## src/rtl/ttc_capture_lite2.sv

```systemverilog
// ttc_capture_lite2: input-capture companion to the TTC counter. Measures the
// period and active-phase width of an external waveform in prescaler ticks.
module ttc_capture_lite2 #(
   parameter int SYNC_STAGES = 2
) (
   input  logic        pclk2,
   input  logic        p_reset2,
   input  logic [15:0] pwdata2,
   input  logic        count_en2,
   input  logic        cap_ctrl_reg_sel2,
   input  logic        cap_rd2,
   input  logic        ext_wave_in2,
   output logic [3:0]  cap_ctrl_reg_out2,
   output logic [15:0] period_reg_out2,
   output logic [15:0] active_reg_out2,
   output logic        cap_valid2,
   output logic        capture_intr2,
   output logic        overrun_intr2,
   output logic        timeout_intr2
);

   typedef enum logic [1:0] {IDLE, ARM, MEAS, DONE} state_t;

   state_t                 state, state_nxt;
   logic [3:0]             ctrl;
   logic [SYNC_STAGES-1:0] sync_q;
   logic                   hist_q;
   logic                   rise, fall, start_edge, end_edge;
   logic [15:0]            cnt, cnt_nxt;
   logic [15:0]            period_q, period_nxt;
   logic [15:0]            active_q, active_nxt;
   logic                   capture, timeout;
   logic                   unused_pwdata;

   assign unused_pwdata = ^pwdata2[15:4];

   always_ff @(posedge pclk2) begin
      if (p_reset2) begin
         sync_q <= '0;
         hist_q <= 1'b0;
      end else begin
         sync_q <= {sync_q[SYNC_STAGES-2:0], ext_wave_in2};
         hist_q <= sync_q[SYNC_STAGES-1];
      end
   end

   assign rise       = sync_q[SYNC_STAGES-1] & ~hist_q;
   assign fall       = ~sync_q[SYNC_STAGES-1] & hist_q;
   assign start_edge = ctrl[1] ? fall : rise;
   assign end_edge   = ctrl[1] ? rise : fall;

   // Restart bit lives for exactly one cycle unless rewritten
   always_ff @(posedge pclk2) begin
      if (p_reset2) begin
         ctrl <= 4'b0001;
      end else if (cap_ctrl_reg_sel2) begin
         ctrl <= pwdata2[3:0];
      end else if (ctrl[3]) begin
         ctrl[3] <= 1'b0;
      end
   end

   always_comb begin
      state_nxt  = state;
      cnt_nxt    = cnt;
      period_nxt = period_q;
      active_nxt = active_q;
      capture    = 1'b0;
      timeout    = 1'b0;
      if (ctrl[0]) begin
         state_nxt = IDLE;
         cnt_nxt   = '0;
      end else if (ctrl[3]) begin
         state_nxt = ARM;
         cnt_nxt   = '0;
      end else begin
         case (state)
            IDLE: begin
               cnt_nxt   = '0;
               state_nxt = ARM;
            end
            ARM: begin
               if (start_edge) begin
                  cnt_nxt   = '0;
                  state_nxt = MEAS;
               end
            end
            MEAS: begin
               // A tick coinciding with the start edge belongs to the new interval
               if (start_edge) begin
                  capture    = 1'b1;
                  period_nxt = cnt;
                  cnt_nxt    = {15'd0, count_en2};
                  if (ctrl[2]) begin
                     state_nxt = DONE;
                  end
               end else if (count_en2 && (cnt == 16'hFFFF)) begin
                  timeout   = 1'b1;
                  cnt_nxt   = '0;
                  state_nxt = ARM;
               end else begin
                  if (end_edge) begin
                     active_nxt = cnt;
                  end
                  if (count_en2) begin
                     cnt_nxt = cnt + 16'd1;
                  end
               end
            end
            default: ;
         endcase
      end
   end

   always_ff @(posedge pclk2) begin
      if (p_reset2) begin
         state         <= IDLE;
         cnt           <= '0;
         period_q      <= '0;
         active_q      <= '0;
         cap_valid2    <= 1'b0;
         capture_intr2 <= 1'b0;
         overrun_intr2 <= 1'b0;
         timeout_intr2 <= 1'b0;
      end else begin
         state         <= state_nxt;
         cnt           <= cnt_nxt;
         period_q      <= period_nxt;
         active_q      <= active_nxt;
         capture_intr2 <= capture;
         overrun_intr2 <= capture & cap_valid2 & ~cap_rd2;
         timeout_intr2 <= timeout;
         if (capture) begin
            cap_valid2 <= 1'b1;
         end else if (cap_rd2) begin
            cap_valid2 <= 1'b0;
         end
      end
   end

   assign cap_ctrl_reg_out2 = ctrl;
   assign period_reg_out2   = period_q;
   assign active_reg_out2   = active_q;

endmodule

```

## config.mk

```make
export PLATFORM = sky130hd
export DESIGN_NAME = ttc_capture_lite2
export DESIGN_NICKNAME = d
export VERILOG_FILES = /design/src/rtl/ttc_capture_lite2.sv
export SDC_FILE = /design/constraint.sdc
export NUM_CORES = 1
export LEC_CHECK = 0
export CAP_MARGIN = 30
export CORE_MARGIN = 2
export CORE_UTILIZATION = 45
export DETAILED_ROUTE_END_ITERATION = 16
export GPL_TIMING_DRIVEN = 0
export PLACE_DENSITY = 0.79
export RECOVER_POWER = 25
export SLEW_MARGIN = 30
export SYNTH_ARGS = -nofsm -noshare
export SYNTH_HDL_FRONTEND = slang
export SYNTH_SLANG_ARGS = --single-unit
```

## constraint.sdc

```tcl
create_clock -name pclk2 -period 4.2 [get_ports pclk2]
set_input_delay 0.84 -clock pclk2 [delete_from_list [all_inputs] [get_ports pclk2]]
set_output_delay 0.84 -clock pclk2 [all_outputs]
set_load 0.05 [all_outputs]
```

---- Word-level counts from Yosys, hierarchy flattened ----
Index checks and enable logic that the tools add are counted.
Widths: inputs -> output; s select.
word-level totals
  flip-flop bits (word level) ............. 61
  input port bits ......................... 22
  output and inout port bits .............. 40
operators by class
  add/sub/neg operators ................... 1
  eq/ne operators ......................... 10
  multiplexer cells ....................... 20
  bitwise logic cells ..................... 13
  reductions and logical operators ........ 14
operators by type and width
  operator               number
  $mux 16                4
  $pmux 16 s3            1
  $add 16x1->16 const B  1
  $eq 16x16->1 const B   1
  $ne 4x4->1 const B     3
  $reduce_and 4->1       3
  $mux 1                 10
  $ne 3x3->1 const B     3
  $not 1->1              9
  $mux 2                 4
  $pmux 2 s3             1
  $reduce_and 6->1       1
  $reduce_or 5->1        1
  $and 1x1->1            4
  $reduce_bool 4->1      1
  $reduce_or 2->1        2
  $reduce_and 3->1       1
  $reduce_bool 3->1      1
  $reduce_or 3->1        1
  $eq 2x1->1 const B     1
  $eq 2x2->1 const B     1
  $logic_not 2->1        1
  $ne 2x2->1 const B     1
  $reduce_bool 2->1      1
  $logic_and 1x1->1      1

---- Longest topological paths before layout ----
  word-level depth ........................ 9
  depth in mapped cells ................... 8
  depth with buffers taken out ............ 7

---- Least setup slack after synthesis ----
No wires, ideal clock.
  path kind ............................... input-to-reg
  start ................................... input count_en2
  end ..................................... register active_q[6] (netlist: active_reg_out2[6])
  arrival ................................. 2.358 ns
  data required time ...................... 4.072 ns
  path slack .............................. 1.714 ns
  stages .................................. 8
  path buffers ............................ 3
  path through ............................ buf_4 > and3_1 > and4_1 > buf_2 > a211oi_4 > buf_6 > mux2i_1 > nor2_1
between the ends
  longest elaborated chain between the ends .. 3
RTL lines
  item                               RTL line  text
  start: declaration                 9         input logic count_en2,
  $logic_and 1x1->1                  97        end else if (count_en2 && (cnt == 16'hFFFF)) begin
  $not 1->1 (no source line)         -
  $reduce_and 6->1 (no source line)  -
  end signal: assignment             129       active_q <= active_nxt;
  end: declaration                   31        logic [15:0] active_q, active_nxt;
Every way passes these cells.
A chain may end at the register's enable or synchronous reset.

---- Final worst setup path ----
  start ................................... register cnt[0]
  end ..................................... register cnt[9]
between the ends
  longest elaborated chain between the ends .. 5
  elaborated cells on any way between the ends .. 9
  classes of those cells .................. add/sub: 1; eq/ne: 2; mux: 4; reduce/logical: 2
RTL lines
  item                                                  RTL line  text
  start: declaration                                    29        logic [15:0] cnt, cnt_nxt;
  start signal: assignment                              127       cnt <= cnt_nxt;
  $add 16x1->16 / $eq 16x16->1 (equally long branches)  106, 97
  $mux 16 / $logic_and 1x1->1 (equally long branches)   105, 97
  $mux 16                                               97
  $mux 16                                               90        if (start_edge) begin
  $pmux 16 s3                                           77        case (state)
Several ways; a longest one is shown, not always the timed one. The select of a mux whose other input is x is not followed.

==> results.json <==
{
  "cts_buffer_depth": 2,
  "fin_crit_ns": 2.58,
  "cts_tree": "built",
  "finClkSkew_ns": 0.00686,
  "critical_path_required_ns": 4.45,
  "dieArea_mm2": 0.00678,
  "drv.max_cap_violation_count": 0,
  "slew_headroom_pct": 33.6,
  "clock-sinks": 61,
  "met2_length_mm": 3.32,
  "synth_edf_count": 0,
  "area_growth_pct": 25.6,
  "grt_max_degree": 11,
  "final_common_cell": "dfxtp_1",
  "timing.rr.end": "cnt[9]",
  "ys_seq_elements": 61,
  "clk_pin_slew_ns": 0.06,
  "h-tree-depth": 3,
  "synthFlopType": "dfxtp_1",
  "final_cell_mix": "61 x dfxtp_1, 46 x clkdlybuf4s50_1, 33 x nand2_1",
  "grt_pass1_vias": 2383,
  "syn_area_mm2": 0.00276,
  "reg2reg_depth": 8,
  "hold_buffers": 0,
  "drtIter0Drc": 166,
  "cts_buffers": 9,
  "hold_violations": 0,
  "wirelength_mm": 7.16,
  "max_freq_mhz": 387,
  "nFillCells": 552,
  "vias": 2583,
  "first_pass_iters": 5,
  "powerDensity_mw_per_mm2": 310,
  "grt_first_pass_wirelength_mm": 11.4,
  "yosys_warnings": 0,
  "diodes": 0,
  "drc": 0,
  "overflow": 0,
  "dr_wl_met3_um": 463,
  "p_leak_nw": 1.16,
  "seqCellArea_mm2": 0.00122,
  "port_buffers": 47,
  "path_cells": "ha_1, and3_1, and4_1, buf_2, a21oi_1, clkbuf_1, o21ai_0, a211oi_1",
  "ant_nets": 0,
  "cts-root-buf": "clkbuf_8",
  "cp.arrival_ns": 2.83,
  "synthArstFlopShare_pct": 0,
  "final_nets": 406,
  "worstMarginPinSlew_ns": 0.988,
  "post-route-period-util_pct": 61.5,
  "cp-end-kind": "flop",
  "rows": 28,
  "drt-met1-wl_mm": 3.20,
  "cts.repair.resized": 0,
  "drive_gt1_share_pct": 6.58,
  "critPathLaunchType": "flop",
  "routed_via_density": 5.68,
  "die_y_um": 82.3,
  "coreArea_mm2": 0.00592,
  "syn-instance-count": 320,
  "wl_per_cell_um": 15.7,
  "p_total_mw": 1.07,
  "yosysSeqAreaShare_pct": 44.2,
  "rsz0062_at_grt": "false",
  "synthDistinctLibCells": 51,
  "slew_viol_final": 0,
  "clk_latency_ns": 0.34,
  "critPathKind": "reg -> reg",
  "crit_path_max_fanout": 10,
  "synth_fp_nets": 348,
  "grt_use_total_pct": 22.8,
  "syn_area_per_cell_um2": 8.63,
  "status": "completed",
  "worstHoldPathCells": 1,
  "cts_setup_buffers": 0,
  "antenna_found_initial": 0,
  "slowest_delay_ns": 0.48,
  "highest_layer": "met4",
  "place_congestion": 0.916,
  "min_delay_worst_endpoint": "sync_q[1]",
  "rrSetupSlack_ns": 1.62,
  "io_pins": 62,
  "fin_tns_setup_ns": 0,
  "worstHoldStart": "sync_q[0]",
  "dp_hpwl_mm": 5.14,
  "slowest_stage": "clkbuf_1",
  "start_util_pct": 46.6,
  "die_width_um": 82.3,
  "r2r-start": "cnt[0]",
  "multi_input_area_mm2": 0.00140,
  "vdd_drop_max_v": 0.000162,
  "finalSetupViolCount": 0,
  "hold_path.class": "reg -> reg"
}
## routing by layer
layer | global-route usage, % | up-vias
met5 | 0 | -
met4 | 11.3 | 0
met3 | 5.33 | 17
met2 | 36.9 | 85
met1 | 28.3 | 1216
li1 | - | 1265
## Yosys cell counts (all sizes together) (2+ instances only)
library cell / number / area share (%)
a211oi: 6 / 2.1
a21boi: 2 / 0.54
a21oi: 28 / 5.1
a31o: 2 / 0.63
a31oi: 4 / 1.4
a32oi: 2 / 0.63
a41oi: 2 / 0.63
and3: 5 / 1.1
and3b: 2 / 0.63
and4: 3 / 0.95
buf: 13 / 3.1
clkbuf: 10 / 1.4
dfxtp: 61 / 44
ha: 6 / 2.7
inv: 6 / 0.82
mux2i: 18 / 6.5
nand2: 34 / 4.7
nand3: 25 / 4.5
nand4: 11 / 2.5
nor2: 31 / 4.2
nor2b: 4 / 0.91
nor3: 7 / 1.3
nor4: 3 / 0.68
o21ai: 12 / 2.2
or3: 2 / 0.45
or4: 5 / 1.4
## how the worst max path moves through the flow
stage                                      to  slack, ns  cells past startpoint            startpoint
after floorplan            active_reg_out2[6]       1.71                      8             count_en2
after global placement     active_reg_out2[6]       1.50                      8             count_en2
after detailed placement   active_reg_out2[9]       1.44                      8             count_en2
after CTS                  active_reg_out2[9]       1.74                      8                cnt[0]
after global routing      period_reg_out2[13]       1.41                      8  cap_ctrl_reg_out2[1]
final                                  cnt[9]       1.62                      8                cnt[0]
## worst max-delay path, delay by kind of cell, from the launching register on
kind / cells / cell delay [ns]
flops: 1 / 0.41
simple gates: 2 / 0.39
compound gates: 3 / 0.77
fa+ha+maj: 1 / 0.29
buf+inv: 2 / 0.64
## stage by stage
| step | instances | utilization [%] | hold slack [ns] | instance area (µm²) | worst slack, ns |
|---|---|---|---|---|---|
| floorplan | 320 | - | 0.414 | 2760 | 1.71 |
| global placement | 442 | 56.2 | 0.422 | 3330 | 1.50 |
| detailed placement | 442 | 56.2 | 0.428 | 3330 | 1.44 |
| CTS | 455 | 58.7 | 0.446 | 3480 | 1.74 |
| global route | 455 | 58.6 | 0.475 | 3470 | 1.41 |
| finish | 455 | 58.6 | 0.441 | 3470 | 1.62 |
## registers in the layout, indices dropped and copies added, names as in the netlist
signal and flops:
cap_valid2 1, cnt 16, state 2, cap_ctrl_reg_out2 4, hist_q 1, active_reg_out2 16
timeout_intr2 1, period_reg_out2 16, capture_intr2 1, sync_q 2, overrun_intr2 1
## where the power goes
part / switching, mW / leakage (nW) / internal, mW
registers: 0.00412 / 0.493 / 0.582
logic: 0.0389 / 0.587 / 0.0224
clock network: 0.211 / 0.0836 / 0.217
total: 0.254 / 1.16 / 0.821
## cell families (layout without fill, tap and decap cells)
logic type	Yosys count	count (layout)	share of synthesized area (%)
compound gates	65	65	15.3
fa+ha+maj	6	6	2.72
buf+inv	29	89	5.26
simple gates	141	141	26.0
flops	61	61	44.2
mux	18	18	6.52
## layout make-up
cell class	instances	area share, %
Multi-Input combinational cell	230	40.2
Sequential cell	61	35.2
Timing Repair Buffer	47	13.6
Clock buffer	10	3.97
Buffer	23	3.21
Tap cell	75	2.71
Inverter	6	0.650
Clock inverter	3	0.433
Note: power is estimated with default switching activity, not from simulation.
